==> src/rtl/mac_rx_frame_parser.sv <==
// Ethernet RX frame parser: strips the 14-byte header, filters on destination MAC,
// forwards payload with first/last/error flags. Optional MAC_RX_PROMISC_EN adds promisc_in.
module mac_rx_frame_parser #(
   parameter int MAX_PAYLOAD_LEN = 1500,
   parameter int CNT_WIDTH       = 16
) (
   input  logic                 logic_clk,
   input  logic                 logic_rst,
   input  logic [47:0]          local_mac_in,
`ifdef MAC_RX_PROMISC_EN
   input  logic                 promisc_in,
`endif
   input  logic [7:0]           mac_rdata_in,
   input  logic                 mac_rvalid_in,
   output logic                 mac_rready_out,
   input  logic                 mac_rlast_in,
   output logic [7:0]           pld_data_out,
   output logic                 pld_valid_out,
   input  logic                 pld_ready_in,
   output logic                 pld_first_out,
   output logic                 pld_last_out,
   output logic                 pld_err_out,
   output logic [47:0]          hdr_dst_mac_out,
   output logic [47:0]          hdr_src_mac_out,
   output logic [15:0]          hdr_type_out,
   output logic [CNT_WIDTH-1:0] good_frame_cnt_out,
   output logic [CNT_WIDTH-1:0] drop_frame_cnt_out
);

   localparam int PCNT_W = (MAX_PAYLOAD_LEN < 2) ? 1 : $clog2(MAX_PAYLOAD_LEN + 1);
   localparam logic [PCNT_W-1:0] PCNT_LAST = PCNT_W'(MAX_PAYLOAD_LEN - 1);

   typedef enum logic [1:0] {
      S_HDR,
      S_PAYLOAD,
      S_DROP
   } state_t;

   function automatic logic [CNT_WIDTH-1:0] sat_inc(input logic [CNT_WIDTH-1:0] v);
      return (&v) ? v : v + CNT_WIDTH'(1);
   endfunction

   state_t              state_q, state_d;
   logic [3:0]          hdr_cnt_q, hdr_cnt_d;
   logic [PCNT_W-1:0]   pld_cnt_q, pld_cnt_d;
   logic [103:0]        hdr_stage_p0;
   logic                beat_acc;
   logic                dst_match;
   logic                promisc;
   logic                ld_pld, ld_first, ld_last, ld_err;
   logic                latch_hdr, good_inc, drop_inc;

`ifdef MAC_RX_PROMISC_EN
   assign promisc = promisc_in;
`else
   assign promisc = 1'b0;
`endif

   // Bytes 0..12 are staged; dst occupies the oldest six of them.
   assign dst_match = (hdr_stage_p0[103:56] == local_mac_in) ||
                      (&hdr_stage_p0[103:56]) || promisc;

   always_comb begin
      mac_rready_out = 1'b1;
      case (state_q)
         S_HDR:     mac_rready_out = (hdr_cnt_q == 4'd13) ? !pld_valid_out : 1'b1;
         S_PAYLOAD: mac_rready_out = !pld_valid_out || pld_ready_in;
         default:   mac_rready_out = 1'b1;
      endcase
   end

   assign beat_acc = mac_rvalid_in && mac_rready_out;

   always_comb begin
      state_d   = state_q;
      hdr_cnt_d = hdr_cnt_q;
      pld_cnt_d = pld_cnt_q;
      ld_pld    = 1'b0;
      ld_first  = 1'b0;
      ld_last   = 1'b0;
      ld_err    = 1'b0;
      latch_hdr = 1'b0;
      good_inc  = 1'b0;
      drop_inc  = 1'b0;
      case (state_q)
         S_HDR: begin
            if (beat_acc) begin
               if (mac_rlast_in) begin
                  drop_inc  = 1'b1;
                  hdr_cnt_d = 4'd0;
               end else if (hdr_cnt_q == 4'd13) begin
                  hdr_cnt_d = 4'd0;
                  if (dst_match) begin
                     latch_hdr = 1'b1;
                     pld_cnt_d = '0;
                     state_d   = S_PAYLOAD;
                  end else begin
                     drop_inc = 1'b1;
                     state_d  = S_DROP;
                  end
               end else begin
                  hdr_cnt_d = hdr_cnt_q + 4'd1;
               end
            end
         end
         S_PAYLOAD: begin
            if (beat_acc) begin
               ld_pld    = 1'b1;
               ld_first  = (pld_cnt_q == '0);
               pld_cnt_d = pld_cnt_q + PCNT_W'(1);
               if (mac_rlast_in) begin
                  ld_last  = 1'b1;
                  good_inc = 1'b1;
                  state_d  = S_HDR;
               end else if (pld_cnt_q == PCNT_LAST) begin
                  ld_last  = 1'b1;
                  ld_err   = 1'b1;
                  drop_inc = 1'b1;
                  state_d  = S_DROP;
               end
            end
         end
         S_DROP: begin
            if (beat_acc && mac_rlast_in) begin
               state_d = S_HDR;
            end
         end
         default: state_d = S_HDR;
      endcase
   end

   always_ff @(posedge logic_clk) begin
      if (logic_rst) begin
         state_q   <= S_HDR;
         hdr_cnt_q <= 4'd0;
         pld_cnt_q <= '0;
      end else begin
         state_q   <= state_d;
         hdr_cnt_q <= hdr_cnt_d;
         pld_cnt_q <= pld_cnt_d;
      end
   end

   // Header staging: plain shift register, refilled by every frame's first 13 bytes.
   always_ff @(posedge logic_clk) begin
      if (beat_acc && (state_q == S_HDR)) begin
         hdr_stage_p0 <= {hdr_stage_p0[95:0], mac_rdata_in};
      end
   end

   // Payload output register stage.
   always_ff @(posedge logic_clk) begin
      if (logic_rst) begin
         pld_valid_out <= 1'b0;
         pld_data_out  <= 8'd0;
         pld_first_out <= 1'b0;
         pld_last_out  <= 1'b0;
         pld_err_out   <= 1'b0;
      end else if (ld_pld) begin
         pld_valid_out <= 1'b1;
         pld_data_out  <= mac_rdata_in;
         pld_first_out <= ld_first;
         pld_last_out  <= ld_last;
         pld_err_out   <= ld_err;
      end else if (pld_ready_in) begin
         pld_valid_out <= 1'b0;
      end
   end

   always_ff @(posedge logic_clk) begin
      if (logic_rst) begin
         hdr_dst_mac_out    <= 48'd0;
         hdr_src_mac_out    <= 48'd0;
         hdr_type_out       <= 16'd0;
         good_frame_cnt_out <= '0;
         drop_frame_cnt_out <= '0;
      end else begin
         if (latch_hdr) begin
            hdr_dst_mac_out <= hdr_stage_p0[103:56];
            hdr_src_mac_out <= hdr_stage_p0[55:8];
            hdr_type_out    <= {hdr_stage_p0[7:0], mac_rdata_in};
         end
         if (good_inc) begin
            good_frame_cnt_out <= sat_inc(good_frame_cnt_out);
         end
         if (drop_inc) begin
            drop_frame_cnt_out <= sat_inc(drop_frame_cnt_out);
         end
      end
   end

endmodule
==> config.mk <==
export PLATFORM = sky130hd
export DESIGN_NAME = mac_rx_frame_parser
export DESIGN_NICKNAME = d
export VERILOG_FILES = /design/src/rtl/mac_rx_frame_parser.sv
export SDC_FILE = /design/constraint.sdc
export NUM_CORES = 1
export LEC_CHECK = 0
export BUFFER_PORTS_ARGS = -buffer_cell sky130_fd_sc_hd__buf_4
export CAP_MARGIN = 20
export CORE_ASPECT_RATIO = 1.4
export CORE_MARGIN = 2
export CORE_UTILIZATION = 37
export DETAILED_ROUTE_END_ITERATION = 6
export PLACE_DENSITY = 0.68
export RECOVER_POWER = 25
export SYNTH_ARGS = -nofsm -noshare
export SYNTH_HDL_FRONTEND = slang
export SYNTH_SLANG_ARGS = --single-unit
==> constraint.sdc <==
create_clock -name logic_clk -period 7 [get_ports logic_clk]
set_input_delay 0.35 -clock logic_clk [delete_from_list [all_inputs] [get_ports logic_clk]]
set_output_delay 0.35 -clock logic_clk [all_outputs]
set_load 0.02 [all_outputs]
## Yosys cells after proc, flatten, opt, wreduce, memory -nomap -nowiden

Index checks and enable logic that the tools add are counted.

- Add/subtract/negate cells: 4
- Equality and inequality tests: 12
- Mux-type cells: 45
- Bitwise operators: 2
- Reduce and logical (&&, ||, !) cells: 18

Operators with widths:

| kind | number |
|---|---|
| $mux W11 | 5 |
| $eq A48 B48 Y1 | 1 |
| $reduce_and A48 Y1 | 1 |
| $add A16 B1 Y16 const B | 2 |
| $reduce_and A16 Y1 | 2 |
| $mux W1 | 26 |
| $pmux W11 S2 | 1 |
| $mux W2 | 8 |
| $ne A2 B2 Y1 const B | 6 |
| $reduce_and A6 Y1 | 2 |
| $add A11 B1 Y11 const B | 1 |
| $eq A11 B11 Y1 const B | 1 |
| $logic_not A11 Y1 | 1 |
| $mux W4 | 2 |
| $pmux W2 S3 | 1 |
| $reduce_and A2 Y1 | 3 |
| $add A4 B1 Y4 const B | 1 |
| $eq A4 B4 Y1 const B | 1 |
| $pmux W1 S2 | 2 |
| $reduce_bool A2 Y1 | 2 |
| $logic_and A1 B1 Y1 | 3 |
| $ne A3 B3 Y1 const B | 1 |
| $eq A2 B1 Y1 const B | 1 |
| $eq A2 B2 Y1 const B | 1 |
| other kinds (4) | 6 |

- Flip-flop bits (word level): 277
- Input port bits: 61
- Output and inout port bits: 157

## Logic depth before layout (Yosys ltp)

Gate-level depths: netlist of the first run.

- Depth after elaboration: 8
- Gate-level depth with buffers: 11

## Worst setup path after synthesis of the first run

No wires, ideal clock.

- Kind: register to register
- From: register hdr_cnt_q[1]
- To: register hdr_stage_p0[0] (enable)
- Library setup time: 0.457 ns
- Data arrival time: 3.304 ns
- Slack: 3.239 ns
- Cell stages (with the launch flop): 6
- Path buffers: 0
- Period minus slack after synthesis: 3.761 ns
- Path through: dfxtp_1 inv_1 ha_1 and3_1 a2111o_1 inv_1

- Longest elaborated chain between the ends: 5

RTL lines:

| element | RTL line | RTL |
|---|---|---|
| from (decl) | 44 | `logic [3:0] hdr_cnt_q, hdr_cnt_d;` |
| from (signal assigned) | 139 | `hdr_cnt_q <= hdr_cnt_d;` |
| $eq A4 B4 Y1 | 66 | `S_HDR: mac_rready_out = (hdr_cnt_q == 4'd13) ? !pld_valid_out : 1'b1;` |
| $mux W1 | 66 |  |
| $pmux W1 S2 | 65 | `case (state_q)` |
| $logic_and A1 B1 Y1 | 72 | `assign beat_acc = mac_rvalid_in && mac_rready_out;` |
| $logic_and A1 B1 Y1 | 146 | `if (beat_acc && (state_q == S_HDR)) begin` |
| to (signal assigned) | 147 | `hdr_stage_p0 <= {hdr_stage_p0[95:0], mac_rdata_in};` |
| to (decl) | 46 | `logic [103:0] hdr_stage_p0;` |

Every way passes these cells.
A chain may end at the register's enable or synchronous reset.

## Worst setup path after layout of the first run

- From: register hdr_stage_p0[61]
- To: register hdr_type_out[15]

- Longest elaborated chain between the ends: 7
- Elaborated cells on any way between the ends: 8
- Classes of those cells: eq/ne (1); mux (5); reduce/logical (2)

RTL lines:

| element | RTL line | RTL |
|---|---|---|
| $eq A48 B48 Y1 / $reduce_and A48 Y1 (equally long branches) | 60, 61 |  |
| $logic_or A1 B1 Y1 (*) | 60 | `assign dst_match = (hdr_stage_p0[103:56] == local_mac_in) \|\|` |
| $mux W1 (*) | 93 | `if (dst_match) begin` |
| $mux W1 (*) | 91 | `end else if (hdr_cnt_q == 4'd13) begin` |
| $mux W1 (*) | 88 | `if (mac_rlast_in) begin` |
| $mux W1 (*) | 87 | `if (beat_acc) begin` |
| $mux W1 (*) | 85 | `case (state_q)` |
| to (signal assigned) | 181 | `hdr_type_out <= {hdr_stage_p0[7:0], mac_rdata_in};` |
| to (decl) | 25 | `output logic [15:0] hdr_type_out,` |

Every way passes the cells marked *; elsewhere a longest branch is shown, timed or not.

==> results of run 1 <==
worst paths after layout:
| kind | startpoint | to | slack (ns) | depth (start not counted) |
|---|---|---|---|---|
| max | hdr_stage_p0[61]$_DFFE_PP_ | hdr_type_out[15]$_SDFFE_PP0P_ | 3.37 | 8 |
| min | mac_rdata_in[0] | hdr_type_out[0]$_SDFFE_PP0P_ | 0.11 | 3 |
| max reg2reg | hdr_stage_p0[61]$_DFFE_PP_ | hdr_type_out[15]$_SDFFE_PP0P_ | 3.37 | 8 |
| min reg2reg | hdr_stage_p0[31]$_DFFE_PP_ | hdr_stage_p0[39]$_DFFE_PP_ | 0.44 | 0 |
synthesized netlist by cell type (5+ instances only):
master,count,area [sq um]
buf_6,8,90.1
mux2_1,5,56.3
edfxtp_1,104,3120
and3_1,8,50.1
o21ai_0,15,75.1
dfxtp_1,173,3460
nand4_1,24,150
xnor2_1,5,43.8
inv_1,8,30.0
ha_1,6,75.1
nor2_1,51,191
and4_1,6,52.6
nor4_1,15,93.8
nor3_1,12,60.1
xor2_1,59,517
a21oi_1,146,731
and2_1,5,31.3
nand3_1,22,110
nor2b_1,8,50.1
nand2_1,264,991
clkbuf_1,37,139
layout by cell type (no fill, tap or decap), types with 21 or more instances in the layout:
cell type	count
a21oi_1	146
buf_4	182
clkbuf_1	42
clkbuf_16	27
dfxtp_1	173
edfxtp_1	104
nand2_1	264
nand3_1	21
nand4_1	24
nor2_1	51
xor2_1	59
final cells by class:
| type | instances | area [sq um] |
|---|---|---|
| repair buffers | 227 | 1580 |
| clock inverters | 16 | 176 |
| inverters | 8 | 32.5 |
| flip-flops and latches | 277 | 6590 |
| well taps | 375 | 469 |
| fillers | 2695 | 15000 |
| clock buffers | 34 | 732 |
| multi-input cells | 698 | 3720 |
power by group:
group / switching [mW] / total (mW) / internal (mW)
sequential: 0.0363 / 1.75 / 1.71
clock: 0.623 / 1.48 / 0.857
combinational: 0.0633 / 0.106 / 0.0426
stage by stage:
stage               util (%)  setup slack, ns  cells
floorplan                  -             3.24   1034
global placement        44.0             3.43   1579
detailed placement      44.0             3.36   1579
CTS                     47.5             3.33   1635
global route            46.9             3.06   1635
finish                  46.9             3.37   1635
metal layers:
| layer | track usage, % | vias up | part of all wire, % |
|---|---|---|---|
| li1 | - | 3992 | - |
| met1 | 20.8 | 3846 | 40 |
| met2 | 31.0 | 291 | 49 |
| met3 | 4.08 | 55 | 7.1 |
| met4 | 7.18 | 0 | 3.6 |
| met5 | 0 | - | 0 |
worst reg2reg max path: stages, from the launching register on:
cell	delay, ns
edfxtp_1	0.50
xor2_1	0.24
nor4_1	0.44
nand4_1	0.26
o31ai_4	0.48
and3_4	0.60
buf_4	0.70
nand2_1	0.18
a21oi_1	0.17
registers in the layout, indices dropped and copies added, names as in the netlist, 4 cells and up:
signal	count
hdr_src_mac_out	48
hdr_dst_mac_out	48
pld_data_out	8
hdr_stage_p0	104
pld_cnt_q	11
hdr_type_out	16
drop_frame_cnt_out	16
hdr_cnt_q	4
good_frame_cnt_out	16
timing repair:
item,in CTS,in global routing
hold buffers,6,0
setup buffers,0,0
endpoints found under the hold margin,6,0
cell families after synthesis:
| kind of cell | Yosys count |
|---|---|
| buffers and inverters | 59 |
| AND/OR/NAND/NOR | 430 |
| XOR/XNOR | 64 |
| multiplexers | 10 |
| AO/OA/AOI/OAI | 188 |
| flip-flops | 277 |
| adder cells (fa/ha/maj) | 6 |
==> impl_metrics.json, run 1 <==
{
  "netlist_area_sq_mm": 0.0106,
  "worst_clock_skew_ns": 0.0120,
  "overflow": 0,
  "whs_ns": 0.106,
  "cts_root_buffer": "clkbuf_16",
  "vias": 8184,
  "die_w_microns": 147,
  "synth_edf_count": 104,
  "core_sq_mm": 0.0283,
  "cts_tree": "yes",
  "syn-instance-count": 1034,
  "stdcell_area_sq_mm": 0.0133,
  "dp_hpwl_microns": 18700,
  "crit_buf_inv": 1,
  "yosysUniqueCellTypes": 56,
  "worstPathMaxFanout": 68,
  "grt_pass1_vias": 7977,
  "status": "completed",
  "hold_violations": 0,
  "area_delta_synth_final_pct": 25.6,
  "ant_nets": 0,
  "synthFlopType": "dfxtp_1",
  "path_class": "reg -> reg",
  "final.min_clock_period_ns": 3.63,
  "yosysSeqAreaShare_pct": 62.2,
  "grt_max_degree": 98,
  "slew_violations": 0,
  "gp_congestion": 0.896,
  "relSlewSlack_pct": 28.5,
  "critPathMaxStageDelay_ns": 0.69,
  "p_leak_nw": 4.87,
  "power_density_mw_per_mm2": 251,
  "clock_latency_ns": 0.54,
  "finalCritPeriodShare_pct": 51.9,
  "synth_compound_area_share_pct": 9.94,
  "synth-async-reset-ratio_pct": 0,
  "grt.total_usage_pct": 17.6,
  "synth_adder_area_share_pct": 0.709,
  "vias_per_cell": 5.01,
  "drc": 0,
  "avgSynthCellArea_sq_um": 10.2,
  "clock.fmax_mhz": 275,
  "tightestPinTransition_ns": 1.07,
  "port_buffers": 217,
  "end_kind": "flip-flop",
  "vdd_drop_max_mv": 0.179,
  "synth-xor-area-share_pct": 5.29,
  "totalWireLength_microns": 27500,
  "cts.sinks": 277,
  "dr.pass1.iters": 4,
  "h-tree-depth": 1,
  "antenna_found_initial": 0,
  "rsz0062_at_grt": "no",
  "holdCritPathClass": "in -> reg",
  "clock_tree.buffer_depth": 3,
  "rows": 73,
  "cp_cell_sequence": "xor2_1 -> nor4_1 -> nand4_1 -> o31ai_4 -> and3_4 -> buf_4 -> nand2_1 -> a21oi_1",
  "cts_buffers": 27,
  "cp_top_family": "simple AND/OR/NAND/NOR gates",
  "synth-simple-area-share_pct": 17.9,
  "slowest_stage": "buf_4",
  "cts.clk_slew.worst_paths_ns": 0.07,
  "critPathArrivalTime_ns": 4.09,
  "maxCapViolCount": 0,
  "die_h_microns": 204,
  "ctsResizeCount": 0,
  "cp-start-kind": "flip-flop",
  "finalSetupViolCount": 0,
  "layout.nets": 1306,
  "layout-drive-gt1-share_pct": 19.2,
  "cp.required_ns": 7.46,
  "place_area_sq_mm": 0.0125,
  "design_power_total_mw": 3.33,
  "synth_top_family_by_area": "simple AND/OR/NAND/NOR gates",
  "wire_per_inst_microns": 16.8,
  "drtIter0Drc": 487,
  "tns_ns": 0,
  "initial_core_util_pct": 37.4,
  "ioPinCount": 218,
  "synth-seq-cells": 277,
  "muxShareOfSynthArea_pct": 1.06,
  "fp.dieArea_sq_mm": 0.0300,
  "syn_nets": 1101,
  "grt_pass1_wl_microns": 42800,
  "diodes": 0,
  "synth_warnings": 0
}
Power figures use the tool's default switching activity.
==> run 2, diff against run 1 <==
clock period = 3.4 ns   (was 7 ns; I/O delays follow)
==> impl_metrics.json, run 2 (synthesized netlist as in run 1, its figures left out) <==
{
  "status": "completed",
  "grt_pass1_vias": 7887,
  "drc": 0,
  "end_kind": "flip-flop",
  "mostFrequentLayoutCells": "nand2_1 (264), buf_4 (183), dfxtp_1 (173)",
  "port_buffers": 217,
  "grt_pass1_wl_microns": 42400,
  "p_switching_mw": 1.50,
  "cts.sinks": 277,
  "die_h_microns": 204,
  "tightestPinTransition_ns": 0.785,
  "finalNonFillerCells": 1650,
  "area_delta_synth_final_pct": 28.0,
  "combPwrFrac_pct": 3.2,
  "layout-drive-gt1-share_pct": 19.4,
  "clock_latency_ns": 0.55,
  "dp_hpwl_microns": 18900,
  "rsz0062_at_grt": "no",
  "worst_clock_skew_ns": 0.0158,
  "largest_reg_flops": 104,
  "stdcell_area_sq_mm": 0.0135,
  "wire_per_inst_microns": 16.6,
  "cp-start-kind": "flip-flop",
  "core_sq_mm": 0.0283,
  "setup_ws_ns": 0.492,
  "vias": 8195,
  "power_density_mw_per_mm2": 534,
  "overflow": 0,
  "p_int_mw": 5.73,
  "cp.required_ns": 3.86,
  "finalSetupViolCount": 0,
  "vdd_drop_max_mv": 0.427,
  "sequentialPowerShare_pct": 49.7,
  "drtIter0Drc": 356,
  "die_w_microns": 147,
  "cts_tree": "yes",
  "cts_root_buffer": "clkbuf_16",
  "fp.dieArea_sq_mm": 0.0300,
  "cp_top_family": "simple AND/OR/NAND/NOR gates",
  "vias_per_cell": 4.97,
  "clkPwrFrac_pct": 47.1,
  "holdCritPathClass": "in -> reg",
  "grt.total_usage_pct": 17.6,
  "h-tree-depth": 1,
  "gp_congestion": 0.922,
  "worstPathMaxFanout": 46,
  "diodes": 0,
  "ioPinCount": 218,
  "antenna_found_initial": 0,
  "cp_cell_sequence": "xor2_1 -> nor4_1 -> nand4_1 -> o31ai_4 -> and3_4 -> buf_12 -> nand2_1 -> a21oi_1",
  "reg_top3": "hdr_stage_p0 (104), hdr_dst_mac_out (48), hdr_src_mac_out (48)",
  "relSlewSlack_pct": 47.6,
  "critPathMaxStageDelay_ns": 0.51,
  "tns_ns": 0,
  "totalWireLength_microns": 27400,
  "design_power_total_mw": 7.24,
  "rows": 73,
  "hold_violations": 0,
  "whs_ns": 0.0361,
  "slowest_stage": "edfxtp_1",
  "critPathArrivalTime_ns": 3.37,
  "slew_violations": 0,
  "place_area_sq_mm": 0.0126,
  "cts.clk_slew.worst_paths_ns": 0.07,
  "regMostFlops": "hdr_stage_p0",
  "grt_max_degree": 105,
  "utilization_pct": 47.9,
  "pre_cts_slack_ns": 0.482,
  "placed_cells": 1591,
  "ant_nets": 0,
  "crit_buf_inv": 1,
  "p_leak_nw": 4.99,
  "maxCapViolCount": 0,
  "final.min_clock_period_ns": 2.91,
  "initial_core_util_pct": 37.4,
  "p_sw_share_pct": 20.8,
  "clock_tree.buffer_depth": 3,
  "path_class": "reg -> reg",
  "layout.nets": 1321,
  "dr.pass1.iters": 5,
  "finalCritPeriodShare_pct": 85.5,
  "cts_buffers": 27,
  "final_common_cell": "nand2_1",
  "clock.fmax_mhz": 344
}
## run 2: cell types whose count changed in the layout (fill, tap and decap cells not counted), moves of 3 or more
cell           before  now
clkbuf_8            3    9
buf_12              0    3
bufinv_16           3    6
dlygate4sd3_1       6    9
clkbuf_1           42   47
clkinv_2            4    1
## run 2: final cells by class
| class | instances | area, sq um |
|---|---|---|
| fill | 2652 | 14800 |
| sequential | 277 | 6590 |
| multi-input combinational | 698 | 3720 |
| timing repair buffer | 242 | 1710 |
| clock buffer | 37 | 803 |
| tap | 375 | 469 |
| clock inverter | 13 | 233 |
| inverter | 8 | 33.8 |
## run 2: worst min-delay path, cell delays in order
cell and delay [ns]:
buf_4 0.14, nor4_2 0.07, nand3_1 0.08, a21oi_1 0.07
## run 2: worst paths after layout
check	from	to	slack [ns]	cells after the start
setup / recovery	hdr_stage_p0[96]$_DFFE_PP_	hdr_dst_mac_out[26]$_SDFFE_PP0P_	0.49	8
hold / removal	mac_rlast_in	pld_err_out$_SDFFE_PP0P_	0.04	4
setup reg to reg	hdr_stage_p0[96]$_DFFE_PP_	hdr_dst_mac_out[26]$_SDFFE_PP0P_	0.49	8
hold reg to reg	hdr_stage_p0[27]$_DFFE_PP_	hdr_stage_p0[35]$_DFFE_PP_	0.45	0
## run 2: what timing repair did
item	CTS	global route
endpoints found under the setup margin	0	0
resized for setup	0	0
buffers inserted	0	0
hold buffers	9	0
hold endpoints to repair	25	0
## run 2: metal layers
| metal | global-route usage [%] | up-vias | share of wire [%] |
|---|---|---|---|
| li1 | - | 4018 | - |
| met1 | 20.8 | 3853 | 39 |
| met2 | 31.8 | 279 | 51 |
| met3 | 3.84 | 45 | 7.2 |
| met4 | 5.49 | 0 | 2.6 |
| met5 | 0 | - | 0 |
## run 2: power by group through the flow
stage                     Combinational, mW  Clock [mW]  Sequential [mW]
after floorplan                       0.110           0             3.64
after global placement                0.230           0             3.67
after detailed placement              0.230           0             3.67
after CTS                             0.239        3.48             3.60
after global routing                  0.251        3.60             3.60
final                                 0.231        3.41             3.59
==> run 3, diff against run 2 <==
PLACE_DENSITY = 0.59   (was 0.68)
SLEW_MARGIN = 10   (was default)
==> impl_metrics.json, run 3 (synthesized netlist as in run 1, its figures left out) <==
{
  "reg2regPathDepth": 8,
  "slowest_stage": "nor4_1",
  "final.min_clock_period_ns": 2.99,
  "critPathMaxStageDelay_ns": 0.51,
  "cp.required_ns": 3.86,
  "cts_hold_buf": 9,
  "postCtsSetupRepairBufs": 0,
  "ant_nets": 0,
  "clock_latency_ns": 0.54,
  "min_from": "mac_rlast_in",
  "crit_path_start": "hdr_stage_p0[101]$_DFFE_PP_",
  "clock_tree.buffer_depth": 3,
  "hold-path-endpoint": "pld_err_out$_SDFFE_PP0P_",
  "maxCapViolCount": 0,
  "overflow": 0,
  "finalCritPeriodShare_pct": 88.1,
  "r2r_start": "hdr_stage_p0[101]$_DFFE_PP_",
  "ctsResizeCount": 0,
  "cts_tree": "yes",
  "core_sq_mm": 0.0283,
  "fp.dieArea_sq_mm": 0.0300,
  "grt.total_usage_pct": 17.8,
  "finalNonFillerCells": 1651,
  "cts_buffers": 27,
  "ioPinCount": 218,
  "slew_violations": 0,
  "port_buffers": 217,
  "initial_core_util_pct": 37.4,
  "die_w_microns": 147,
  "dr.pass1.iters": 5,
  "rsz0062_at_grt": "no",
  "status": "completed",
  "clock.fmax_mhz": 334,
  "worst_clock_skew_ns": 0.0116,
  "layout-drive-gt1-share_pct": 19.6,
  "diodes": 0,
  "min_path_cells": 4,
  "grt_pass1_wl_microns": 42900,
  "tightestPinTransition_ns": 0.744,
  "holdCritPathClass": "in -> reg",
  "drc": 0,
  "mostFrequentLayoutCells": "nand2_1 (264), buf_4 (183), dfxtp_1 (173)",
  "placed_cells": 1592,
  "reg_top3": "hdr_stage_p0 (104), hdr_dst_mac_out (48), hdr_src_mac_out (48)",
  "vias_per_cell": 4.95,
  "totalWireLength_microns": 27800,
  "vias": 8170,
  "cts.sinks": 277,
  "vdd_drop_max_mv": 0.333,
  "tns_ns": 0,
  "area_delta_synth_final_pct": 27.3,
  "wire_per_inst_microns": 16.8,
  "cp-start-kind": "flip-flop",
  "end_kind": "flip-flop",
  "critPathArrivalTime_ns": 3.45,
  "grt_max_degree": 94,
  "cts_root_buffer": "clkbuf_16",
  "rows": 73,
  "crit_buf_inv": 1,
  "hold_violations": 0,
  "final_common_cell": "nand2_1",
  "h-tree-depth": 1,
  "dp_hpwl_microns": 19000,
  "power_density_mw_per_mm2": 519,
  "gp_congestion": 0.882,
  "p_leak_nw": 4.97,
  "r2r_slack_ns": 0.41,
  "regMostFlops": "hdr_stage_p0",
  "layout.nets": 1322,
  "finalSetupViolCount": 0,
  "cp_top_family": "simple AND/OR/NAND/NOR gates",
  "cp_cell_sequence": "xor2_1 -> nor4_1 -> nand4_1 -> o31ai_4 -> and3_4 -> buf_12 -> nand2_1 -> a21oi_1",
  "largest_reg_flops": 104,
  "worstPathMaxFanout": 41,
  "antenna_found_initial": 0,
  "die_h_microns": 204,
  "r2r_end": "hdr_dst_mac_out[1]$_SDFFE_PP0P_",
  "path_class": "reg -> reg",
  "cts.clk_slew.worst_paths_ns": 0.07,
  "grt_pass1_vias": 7794,
  "drtIter0Drc": 402,
  "relSlewSlack_pct": 50.4
}
run 3: worst min-delay path: stages:
cell and delay [ns]:
buf_4 0.13, nor4_2 0.06, nand3_1 0.08, a21oi_1 0.07
run 3: worst max path at each step:
stage	cells past startpoint	endpoint
6_report	8	hdr_dst_mac_out[1]$_SDFFE_PP0P_
5_1_grt	8	hdr_src_mac_out[32]$_SDFFE_PP0P_
4_1_cts	8	hdr_src_mac_out[13]$_SDFFE_PP0P_
3_5_place_dp	8	hdr_dst_mac_out[1]$_SDFFE_PP0P_
3_3_place_gp	8	hdr_dst_mac_out[16]$_SDFFE_PP0P_
2_1_floorplan	4	hdr_stage_p0[0]$_DFFE_PP_
run 3: final cells by class:
class | instances | area [sq um]
Fill cell | 2760 | 14800
Sequential cell | 277 | 6590
Multi-Input combinational cell | 698 | 3720
Timing Repair Buffer | 243 | 1730
Clock buffer | 32 | 746
Tap cell | 375 | 469
Clock inverter | 18 | 201
Inverter | 8 | 33.8
run 3: stage by stage:
| stage | area [sq um] | hold WS [ns] | power (mW) | utilization (%) | setup slack, ns |
|---|---|---|---|---|---|
| final | 13500 | 0.0267 | 7.00 | 47.6 | 0.406 |
| after detailed placement | 12600 | 0.372 | 3.90 | 44.6 | 0.433 |
| after CTS | 13700 | 0.00188 | 7.12 | 48.2 | 0.408 |
| after global routing | 13500 | 0.0128 | 7.27 | 47.6 | 0.225 |
| after floorplan | 10600 | 0.269 | 3.75 | - | 0.425 |
| after global placement | 12600 | 0.370 | 3.90 | 44.6 | 0.452 |
run 3: power breakdown:
part | leakage (nW) | internal [mW] | switching [mW]
logic | 2.08 | 0.0950 | 0.136
clock network | 0.478 | 1.88 | 1.30
registers | 2.41 | 3.53 | 0.0674
total | 4.97 | 5.50 | 1.50
run 3: layer usage:
metal | GRT usage, % | share of wire [%]
met1 | 22.0 | 41
met2 | 31.2 | 50
met3 | 3.88 | 7.2
met4 | 5.12 | 2.3
met5 | 0 | 0
